[src/rtl/vt52_ps2_pkg.sv]
// Shared PS/2 types and default timing for the VT52 keyboard path.
// Holds the host-transmit FSM states and frame constants.
package vt52_ps2_pkg;

  typedef enum logic [2:0] {
    IDLE      = 3'd0,
    INHIBIT   = 3'd1,
    START     = 3'd2,
    BITS      = 3'd3,
    ACK       = 3'd4,
    WAIT_IDLE = 3'd5
  } ps2_state_t;

  localparam int INHIBIT_CYCLES_DEF = 2500;
  localparam int FIRST_TIMEOUT_DEF  = 375000;
  localparam int BIT_TIMEOUT_DEF    = 50000;
  localparam int FRAME_BITS         = 10;

  function automatic int max3(
    input int a,
    input int b,
    input int c
  );
    int m;
    m = (a > b) ? a : b;
    return (m > c) ? m : c;
  endfunction

endpackage

[src/rtl/ps2_host_tx_if.sv]
// Byte offer handshake into the PS/2 host transmitter.
// master: byte source (data, valid); slave: transmitter (ready).
interface ps2_host_tx_if;
  logic [7:0] data;
  logic       valid;
  logic       ready;

  modport master (
    output data,
    output valid,
    input  ready
  );

  modport slave (
    input  data,
    input  valid,
    output ready
  );
endinterface

[src/rtl/ps2_line_sync.sv]
// 2-flop synchronizer for PS/2 clock/data plus clock falling-edge detect.
// Ports: clk, reset, clk_pin, data_pin in; clk_s, data_s, fall out.
module ps2_line_sync (
  input  logic clk,
  input  logic reset,
  input  logic clk_pin,
  input  logic data_pin,
  output logic clk_s,
  output logic data_s,
  output logic fall
);

  logic clk_m;
  logic data_m;
  logic clk_q;

  // Lines idle high, so reset to 1 to avoid a false edge.
  always_ff @(posedge clk) begin
    if (reset) begin
      clk_m  <= 1'b1;
      clk_s  <= 1'b1;
      clk_q  <= 1'b1;
      data_m <= 1'b1;
      data_s <= 1'b1;
    end else begin
      clk_m  <= clk_pin;
      clk_s  <= clk_m;
      clk_q  <= clk_s;
      data_m <= data_pin;
      data_s <= data_m;
    end
  end

  assign fall = clk_q & ~clk_s;

endmodule

[src/rtl/ps2_host_tx.sv]
// Host-to-device PS/2 transmitter: inhibit, start, 8 data, parity, stop, ACK.
// Ports: clk, reset, up (byte handshake), ps2 pins in, oe/busy/done/error out.
module ps2_host_tx
  import vt52_ps2_pkg::*;
#(
  parameter int INHIBIT_CYCLES = INHIBIT_CYCLES_DEF,
  parameter int FIRST_TIMEOUT  = FIRST_TIMEOUT_DEF,
  parameter int BIT_TIMEOUT    = BIT_TIMEOUT_DEF
) (
  input  logic       clk,
  input  logic       reset,
  ps2_host_tx_if.slave up,
  input  logic       ps2_clk_in,
  input  logic       ps2_data_in,
  output logic       ps2_clk_oe,
  output logic       ps2_data_oe,
  output logic       busy,
  output logic       done,
  output logic       error
);

  localparam int TW =
    $clog2(max3(INHIBIT_CYCLES, FIRST_TIMEOUT, BIT_TIMEOUT)) + 1;

  ps2_state_t            state;
  logic [TW-1:0]         tmr;
  logic [FRAME_BITS-1:0] shift;
  logic [3:0]            nbit;
  logic                  clk_s;
  logic                  data_s;
  logic                  fall;
  logic                  expired;

  ps2_line_sync u_sync (
    .clk      (clk),
    .reset    (reset),
    .clk_pin  (ps2_clk_in),
    .data_pin (ps2_data_in),
    .clk_s    (clk_s),
    .data_s   (data_s),
    .fall     (fall)
  );

  assign expired  = (tmr == '0);
  assign up.ready = (state == IDLE);
  assign busy     = (state != IDLE);

  // tmr counts the inhibit time, then serves as the device watchdog.
  always_ff @(posedge clk) begin
    if (reset) begin
      state       <= IDLE;
      tmr         <= '0;
      shift       <= '0;
      nbit        <= '0;
      ps2_clk_oe  <= 1'b0;
      ps2_data_oe <= 1'b0;
      done        <= 1'b0;
      error       <= 1'b0;
    end else begin
      done  <= 1'b0;
      error <= 1'b0;
      unique case (state)
        IDLE: begin
          if (up.valid) begin
            state       <= INHIBIT;
            shift       <= {1'b1, ~^up.data, up.data};
            tmr         <= TW'(INHIBIT_CYCLES - 1);
            ps2_clk_oe  <= 1'b1;
            ps2_data_oe <= 1'b0;
          end
        end
        INHIBIT: begin
          if (expired) begin
            state       <= START;
            ps2_data_oe <= 1'b1;
          end else begin
            tmr <= tmr - TW'(1);
          end
        end
        START: begin
          state      <= BITS;
          ps2_clk_oe <= 1'b0;
          tmr        <= TW'(FIRST_TIMEOUT);
          nbit       <= '0;
        end
        BITS: begin
          if (fall) begin
            ps2_data_oe <= ~shift[0];
            shift       <= shift >> 1;
            nbit        <= nbit + 4'd1;
            tmr         <= TW'(BIT_TIMEOUT);
            if (nbit == 4'(FRAME_BITS - 1)) state <= ACK;
          end else if (expired) begin
            state       <= IDLE;
            error       <= 1'b1;
            ps2_clk_oe  <= 1'b0;
            ps2_data_oe <= 1'b0;
          end else begin
            tmr <= tmr - TW'(1);
          end
        end
        ACK: begin
          if (fall) begin
            if (data_s) begin
              state <= IDLE;
              error <= 1'b1;
            end else begin
              state <= WAIT_IDLE;
              tmr   <= TW'(BIT_TIMEOUT);
            end
          end else if (expired) begin
            state       <= IDLE;
            error       <= 1'b1;
            ps2_clk_oe  <= 1'b0;
            ps2_data_oe <= 1'b0;
          end else begin
            tmr <= tmr - TW'(1);
          end
        end
        WAIT_IDLE: begin
          if (clk_s && data_s) begin
            state <= IDLE;
            done  <= 1'b1;
          end else if (expired) begin
            state       <= IDLE;
            error       <= 1'b1;
            ps2_clk_oe  <= 1'b0;
            ps2_data_oe <= 1'b0;
          end else begin
            tmr <= tmr - TW'(1);
          end
        end
        default: begin
          state       <= IDLE;
          ps2_clk_oe  <= 1'b0;
          ps2_data_oe <= 1'b0;
        end
      endcase
    end
  end

endmodule

[src/flat_wrapper.sv]
// flat-port wrapper written by rule: the top's interface ports become plain ports
module ps2_host_tx_flat import vt52_ps2_pkg::*;
#(
  parameter int INHIBIT_CYCLES = INHIBIT_CYCLES_DEF,
  parameter int FIRST_TIMEOUT  = FIRST_TIMEOUT_DEF,
  parameter int BIT_TIMEOUT    = BIT_TIMEOUT_DEF
)
  (clk, reset, ps2_clk_in, ps2_data_in, ps2_clk_oe, ps2_data_oe, busy, done, error, up_data, up_valid, up_ready);
  ps2_host_tx_if up_i ();
  input  logic clk;
  input  logic reset;
  input  logic ps2_clk_in;
  input  logic ps2_data_in;
  output logic ps2_clk_oe;
  output logic ps2_data_oe;
  output logic busy;
  output logic done;
  output logic error;
  input wire logic [$bits(up_i.data)-1:0] up_data;
  input wire logic [$bits(up_i.valid)-1:0] up_valid;
  output wire logic [$bits(up_i.ready)-1:0] up_ready;
  assign up_i.data = up_data;
  assign up_i.valid = up_valid;
  assign up_ready = up_i.ready;
  ps2_host_tx #(.INHIBIT_CYCLES(INHIBIT_CYCLES), .FIRST_TIMEOUT(FIRST_TIMEOUT), .BIT_TIMEOUT(BIT_TIMEOUT)) u_core (.clk(clk), .reset(reset), .up(up_i), .ps2_clk_in(ps2_clk_in), .ps2_data_in(ps2_data_in), .ps2_clk_oe(ps2_clk_oe), .ps2_data_oe(ps2_data_oe), .busy(busy), .done(done), .error(error));
endmodule
[config.mk]
export PLATFORM = sky130hd
export DESIGN_NAME = ps2_host_tx_flat
export DESIGN_NICKNAME = d
export VERILOG_FILES = /design/src/rtl/vt52_ps2_pkg.sv /design/src/rtl/ps2_host_tx_if.sv /design/src/rtl/ps2_line_sync.sv /design/src/rtl/ps2_host_tx.sv /design/src/flat_wrapper.sv
export SDC_FILE = /design/constraint.sdc
export NUM_CORES = 1
export LEC_CHECK = 0
export CORE_UTILIZATION = 48
export CTS_BUF_LIST = sky130_fd_sc_hd__clkbuf_16
export DETAILED_ROUTE_END_ITERATION = 6
export DONT_BUFFER_PORTS = 1
export SLEW_MARGIN = 40
export SYNTH_ARGS = -nofsm -noshare
export SYNTH_HDL_FRONTEND = slang
export SYNTH_SLANG_ARGS = --single-unit
[constraint.sdc]
create_clock -name clk -period 2.4 [get_ports clk]
set_clock_uncertainty 0.05 [all_clocks]
set_input_delay 0.36 -clock clk [delete_from_list [all_inputs] [get_ports clk]]
set_output_delay 0.36 -clock clk [all_outputs]
set_load 0.01 [all_outputs]
==> run_results.csv, run 1 <==
group,metric,value,unit
status,status,"finished, final reports clean",
routing,dr.pass1.iters,5,
placed_design,routabilityCongestion,0.885,
critical_path,arrival,2.41,ns
layout,design_area,2950,sq um
synthesis,synth_edf_count,0,
clock_tree,path_clk_slew,0.07,ns
layout,num_antenna_cells,0,
sta,finalSetupViolations,0,
synthesis,synth_nets,362,
clock_tree,numCtsBuffers,5,
floorplanning,pin_count,19,
synthesis,async_flop_share,0,%
clock_tree,cts-hold-fix-buffers,0,
synthesis,ys_seq_area_share,34.4,%
global_route,grt_pass1_vias,2354,
routing,num_vias,2526,
sta,slew_violations,0,
sta,worst-slew-pin-transition,0.609,ns
critical_path,worst_setup_path_end_kind,"register",
layout,final_cell_mix,"46 x nor2_1, 46 x dfxtp_1, 40 x a21oi_1",
global_route,grt_max_degree,49,
sta,period_minus_slack,2.29,ns
floorplanning,core_area,5240,sq um
synthesis,synth.area.mux_share,2.99,%
critical_path,crit_required,2.52,ns
synthesis,synth_top_family_by_area,"compound AO/OA/AOI/OAI gates",
synthesis,ys_top_cells_by_area,"dfxtp_1 34%, a21oi_1 7.5%, nor2_1 6.4%",
layout,fillers,524,
routing,vias_per_cell,6.09,
sta,finalCritPeriodShare,95.4,%
global_route,gr-usage-all-layers,24.0,%
sta,max_freq,437,MHz
global_route,antenna_found_initial,0,
global_route,overflow,0,
sta,relSlewSlack,59.4,%
sta,tns,0,ns
floorplanning,num_rows,26,
synthesis,ys.flop_type,"dfxtp_1",
layout,drive_gt1_share,11.3,%
global_route,grt_pass1_wl,11400,um
synthesis,netlist.area_leader.share,34.4,%
floorplanning,start_util,51.1,%
synthesis,synthDistinctLibCells,55,
power,combPwrFrac,25.5,%
clock_tree,clock_sinks,46,
power,p_clk_share,35.0,%
power,seqPwrFrac,39.4,%
power,powerDensity,759,nW/um^2
synthesis,synth-adder-area-share,1.87,%
clock_tree,root_buffer,"clkbuf_16",
critical_path,crit_fanout,10,
critical_path,startpoint_type,"register",
floorplanning,die_y,76.7,um
power,irDropWorstVdd,0.310,mV
critical_path,critical_path_class,"reg -> reg",
clock_tree,clockBufferDepth,2,
placed_design,placedInstanceArea,2780,sq um
power,p_switching,0.699,mW
synthesis,synth-compound-area-share,26.6,%
synthesis,synth_top_cell_by_area,"dfxtp_1",
sta,final-hold-violation-count,0,
clock_tree,cts_tree,"built",
layout,finalNetCount,361,
synthesis,avgSynthCellArea,7.76,sq um
routing,ant_nets,0,
routing,wl_per_cell,15.9,um
clock_tree,clk-insertion-delay-late,0.29,ns
run,drv_cap,0,
synthesis,netlist_instances,345,
routing,drt-initial-drc-count,260,
synthesis,yosys.area_share.simple,26.3,%
min_path,holdCritPathClass,"in -> reg",
placed_design,io_buffers,0,
synthesis,yosys.area_share.xor_xnor,3.27,%
routing,drc,0,
routing,totalWireLength,6590,um
clock_tree,cts_setup_buffers,0,
synthesis,syn_area,2680,sq um
synthesis,ys_ff_latch,46,
placed_design,dp_hpwl,4480,um
power,leakage,1.13,nW
power,p_int,1.54,mW
layout,area_growth,10.3,%
floorplanning,die_w,76.7,um
synthesis,yosysWarnings,0,
power,swShare,31.2,%
floorplanning,dieArea,5880,sq um
clock_tree,h-tree-depth,2,
-- cell usage after synthesis, drive strengths merged (4+ instances only) --
| cell | n |
|---|---|
| nor2 | 46 |
| nand3b | 7 |
| dfxtp | 46 |
| ha | 4 |
| xnor2 | 7 |
| buf | 7 |
| o21a | 4 |
| nand2 | 18 |
| or2 | 9 |
| clkbuf | 16 |
| nand2b | 9 |
| a31oi | 9 |
| nand4 | 4 |
| nor3 | 18 |
| inv | 7 |
| nand3 | 6 |
| a21oi | 40 |
| a22oi | 4 |
| nor4 | 5 |
| o21ai | 26 |
| mux2i | 8 |
-- kinds of logic (layout without fill, tap and decap cells) --
group | after synthesis | after routing
compound gates | 114 | 114
simple gates | 133 | 133
xor+xnor | 10 | 10
buf+inv | 30 | 30
mux | 8 | 8
flops | 46 | 46
fa+ha+maj | 4 | 4
-- routing by layer --
metal	track usage [%]	vias to the layer above	part of all wire, %
met5	0	-	0
met4	7.50	0	0.93
met3	4.52	6	6.8
met1	34.4	1168	48
li1	-	1254	-
met2	36.1	98	44
-- power groups by stage --
stage / registers (mW) / logic [mW] / clock network (mW)
final: 0.884 / 0.573 / 0.785
after global routing: 0.894 / 0.638 / 0.836
after CTS: 0.883 / 0.560 / 0.802
after detailed placement: 0.900 / 0.557 / 0
after global placement: 0.900 / 0.550 / 0
after floorplan: 0.876 / 0.448 / 0
-- flip-flops by register name, summed over array words and instances (netlist names), 3 cells and up --
name,cells
u_core.nbit,4
u_core.shift,10
u_core.state,3
u_core.tmr,20
-- final cells by class --
type,count,area (sq um),area share [%]
multi-input cells,269,1640,55.5
flip-flops and latches,46,921,31.2
clock buffers,5,125,4.24
repair buffers,15,113,3.81
well taps,70,87.6,2.96
clock inverters,3,41.3,1.40
inverters,7,26.3,0.889
-- timing repair --
action,in CTS,in global routing
gates resized for setup,0,1
endpoints found under the setup margin,0,2
endpoints found under the hold margin,0,0
-- through the flow --
stage	cells	utilization (%)	total power, mW	setup slack (ns)	hold WS [ns]
2_1_floorplan	345	-	1.32	0.291	0.339
3_3_place_gp	407	53.1	1.45	0.214	0.341
3_5_place_dp	407	53.1	1.46	0.146	0.343
4_1_cts	415	56.3	2.24	0.147	0.0834
5_1_grt	415	56.4	2.37	-0.00329	0.0788
6_report	415	56.4	2.24	0.110	0.0901
-- worst max-delay path: stages (launching register included) --
cell and delay (ns):
dfxtp_1 0.37, or4_4 0.58, nor4_4 0.40, and2_1 0.18, buf_4 0.19, nor3_1 0.12
a31oi_1 0.19, a21oi_1 0.09
-- worst paths after layout --
kind	start	to	slack [ns]	cells after the start
max	u_core.tmr[11]$_SDFFE_PP0P_	u_core.tmr[3]$_SDFFE_PP0P_	0.11	7
min	reset	u_core.tmr[17]$_SDFFE_PP0P_	0.09	1
max reg2reg	u_core.tmr[11]$_SDFFE_PP0P_	u_core.tmr[3]$_SDFFE_PP0P_	0.11	7
min reg2reg	u_core.u_sync.clk_m$_SDFF_PP1_	u_core.u_sync.clk_s$_SDFF_PP1_	0.36	1
No activity file was read; power rests on OpenSTA's default activity.
==> run 2: changes to the inputs <==
--- a/config.mk
+++ b/config.mk
@@ -5,10 +5,13 @@
 export SDC_FILE = /design/constraint.sdc
 export NUM_CORES = 1
 export LEC_CHECK = 0
-export CORE_UTILIZATION = 48
+export CELL_PAD_IN_SITES_DETAIL_PLACEMENT = 0
+export CELL_PAD_IN_SITES_GLOBAL_PLACEMENT = 1
+export CORE_UTILIZATION = 47
 export CTS_BUF_LIST = sky130_fd_sc_hd__clkbuf_16
 export DETAILED_ROUTE_END_ITERATION = 6
 export DONT_BUFFER_PORTS = 1
+export PLACE_DENSITY = 0.79
 export SLEW_MARGIN = 40
 export SYNTH_ARGS = -nofsm -noshare
 export SYNTH_HDL_FRONTEND = slang
==> run 2 against run 1 <==
Die area is 2.1% higher. Clock power is 15% lower. Final area is 0.34% lower. Register-to-register slack hardly changed. Sequential power is 0.8% lower. Setup slack hardly changed. First-iteration DRC count is 15% lower. Final cell count is 0.96% higher. Non-clock buffer count is 2 higher. Clock-buffer cell count stayed put. Largest cell class unchanged. Largest power group unchanged.
==> run_results.csv, run 2 (synthesized netlist as in run 1, its figures left out) <==
group,metric,value,unit
global_route,grt_max_degree,49,
floorplanning,num_rows,27,
layout,largest_register,"u_core.tmr",
critical_path,worst_setup_path_end_kind,"register",
sta,worst-slew-pin-transition,0.505,ns
critical_path,startpoint_type,"register",
floorplanning,start_util,48.6,%
critical_path,slowest_stage,"or4_4",
clock_tree,numCtsBuffers,5,
routing,vias_per_cell,5.98,
floorplanning,pin_count,19,
clock_tree,cts-hold-fix-buffers,0,
critical_path,crit_fanout,10,
routing,wl_per_cell,15.9,um
critical_path,cpPeakStageDelay,0.55,ns
layout,largestRegisters,"u_core.tmr (20), u_core.shift (10), u_core.nbit (4)",
routing,ant_nets,0,
sta,max_freq,437,MHz
clock_tree,cts_setup_buffers,0,
clock_tree,cts_resized,0,
clock_tree,clockBufferDepth,2,
clock_tree,cts_tree,"built",
clock_tree,clk-insertion-delay-late,0.29,ns
floorplanning,dieArea,6000,sq um
global_route,overflow,0,
floorplanning,die_y,77.5,um
routing,totalWireLength,6680,um
clock_tree,path_clk_slew,0.06,ns
run,drv_cap,0,
placed_design,dp_hpwl,4630,um
routing,num_vias,2507,
layout,finalNetCount,363,
global_route,grt_pass1_vias,2265,
critical_path,path_cells,"or4_4 > nor4_4 > and2_2 > o221ai_2 > o32ai_1",
critical_path,arrival,2.43,ns
power,powerDensity,717,nW/um^2
status,status,"finished, final reports clean",
layout,final_cell_mix,"46 x nor2_1, 46 x dfxtp_1, 40 x a21oi_1",
placed_design,routabilityCongestion,0.849,
sta,final-hold-violation-count,0,
power,leakage,1.13,nW
placed_design,io_buffers,0,
power,power,2.11,mW
clock_tree,clock_sinks,46,
layout,largest_reg_flops,20,
clock_tree,root_buffer,"clkbuf_16",
sta,slew_violations,0,
sta,finalSetupViolations,0,
sta,tns,0,ns
layout,num_antenna_cells,0,
min_path,holdCritPathClass,"in -> reg",
critical_path,crit_required,2.54,ns
power,irDropWorstVdd,0.389,mV
global_route,gr-usage-all-layers,23.4,%
layout,area_growth,9.95,%
floorplanning,die_w,77.5,um
routing,drc,0,
critical_path,reg2reg_slack,0.11,ns
sta,period_minus_slack,2.29,ns
sta,rsz0062_at_grt,"false",
layout,drive_gt1_share,11.8,%
global_route,antenna_found_initial,0,
critical_path,critical_path_class,"reg -> reg",
routing,dr.pass1.iters,4,
sta,finalCritPeriodShare,95.4,%
layout,fillers,538,
routing,drt-initial-drc-count,222,
sta,relSlewSlack,66.1,%
clock_tree,h-tree-depth,2,
floorplanning,core_area,5510,sq um
global_route,grt_pass1_wl,11000,um
## run 2: worst max-delay path: cells and delay by family, from the launching register on
family | cells | cell delay, ns
flops | 1 | 0.36
simple gates | 3 | 1.33
compound gates | 2 | 0.44
## run 2: report_power, final
part / leakage, nW / switching [mW] / internal, mW
sequential: 0.376 / 0.0579 / 0.819
combinational: 0.681 / 0.332 / 0.238
clock: 0.0724 / 0.287 / 0.377
total: 1.13 / 0.677 / 1.43
## run 2: metrics by stage
stage | utilization [%] | std cells | cell area (sq um) | setup slack, ns | hold slack [ns]
after floorplan | - | 345 | 2680 | 0.291 | 0.339
after global placement | 50.9 | 411 | 2800 | 0.153 | 0.340
after detailed placement | 50.9 | 411 | 2800 | 0.0474 | 0.345
after CTS | 53.4 | 419 | 2940 | 0.00305 | 0.0821
after global routing | 53.5 | 419 | 2940 | 0.00565 | 0.0755
final | 53.5 | 419 | 2940 | 0.109 | 0.101
## run 2: path summary, 6_finish.rpt
| path | start | endpoint | cells after the start |
|---|---|---|---|
| worst max-delay path | u_core.tmr[15]$_SDFFE_PP0P_ | u_core.ps2_data_oe$_SDFFE_PP0P_ | 5 |
| worst min-delay path | reset | u_core.tmr[19]$_SDFFE_PP0P_ | 1 |
| worst max register to register | u_core.tmr[15]$_SDFFE_PP0P_ | u_core.ps2_data_oe$_SDFFE_PP0P_ | 5 |
| worst min register to register | u_core.u_sync.data_m$_SDFF_PP1_ | u_core.u_sync.data_s$_SDFF_PP1_ | 1 |
## run 2: final cells by class
type                            instances  area, sq um  share of cell area, %
Multi-Input combinational cell        269         1640                   55.8
Tap cell                               72         90.1                   3.06
Clock buffer                            5          125                   4.25
Clock inverter                          3         12.5                  0.425
Timing Repair Buffer                   17          128                   4.33
Sequential cell                        46          921                   31.3
Inverter                                7         26.3                  0.892
## run 2: routing by layer
metal	GRT usage, %	wire [um]
met3	5.18	410
met4	7.36	56
met5	0	0
met1	31.0	3140
met2	37.6	3070
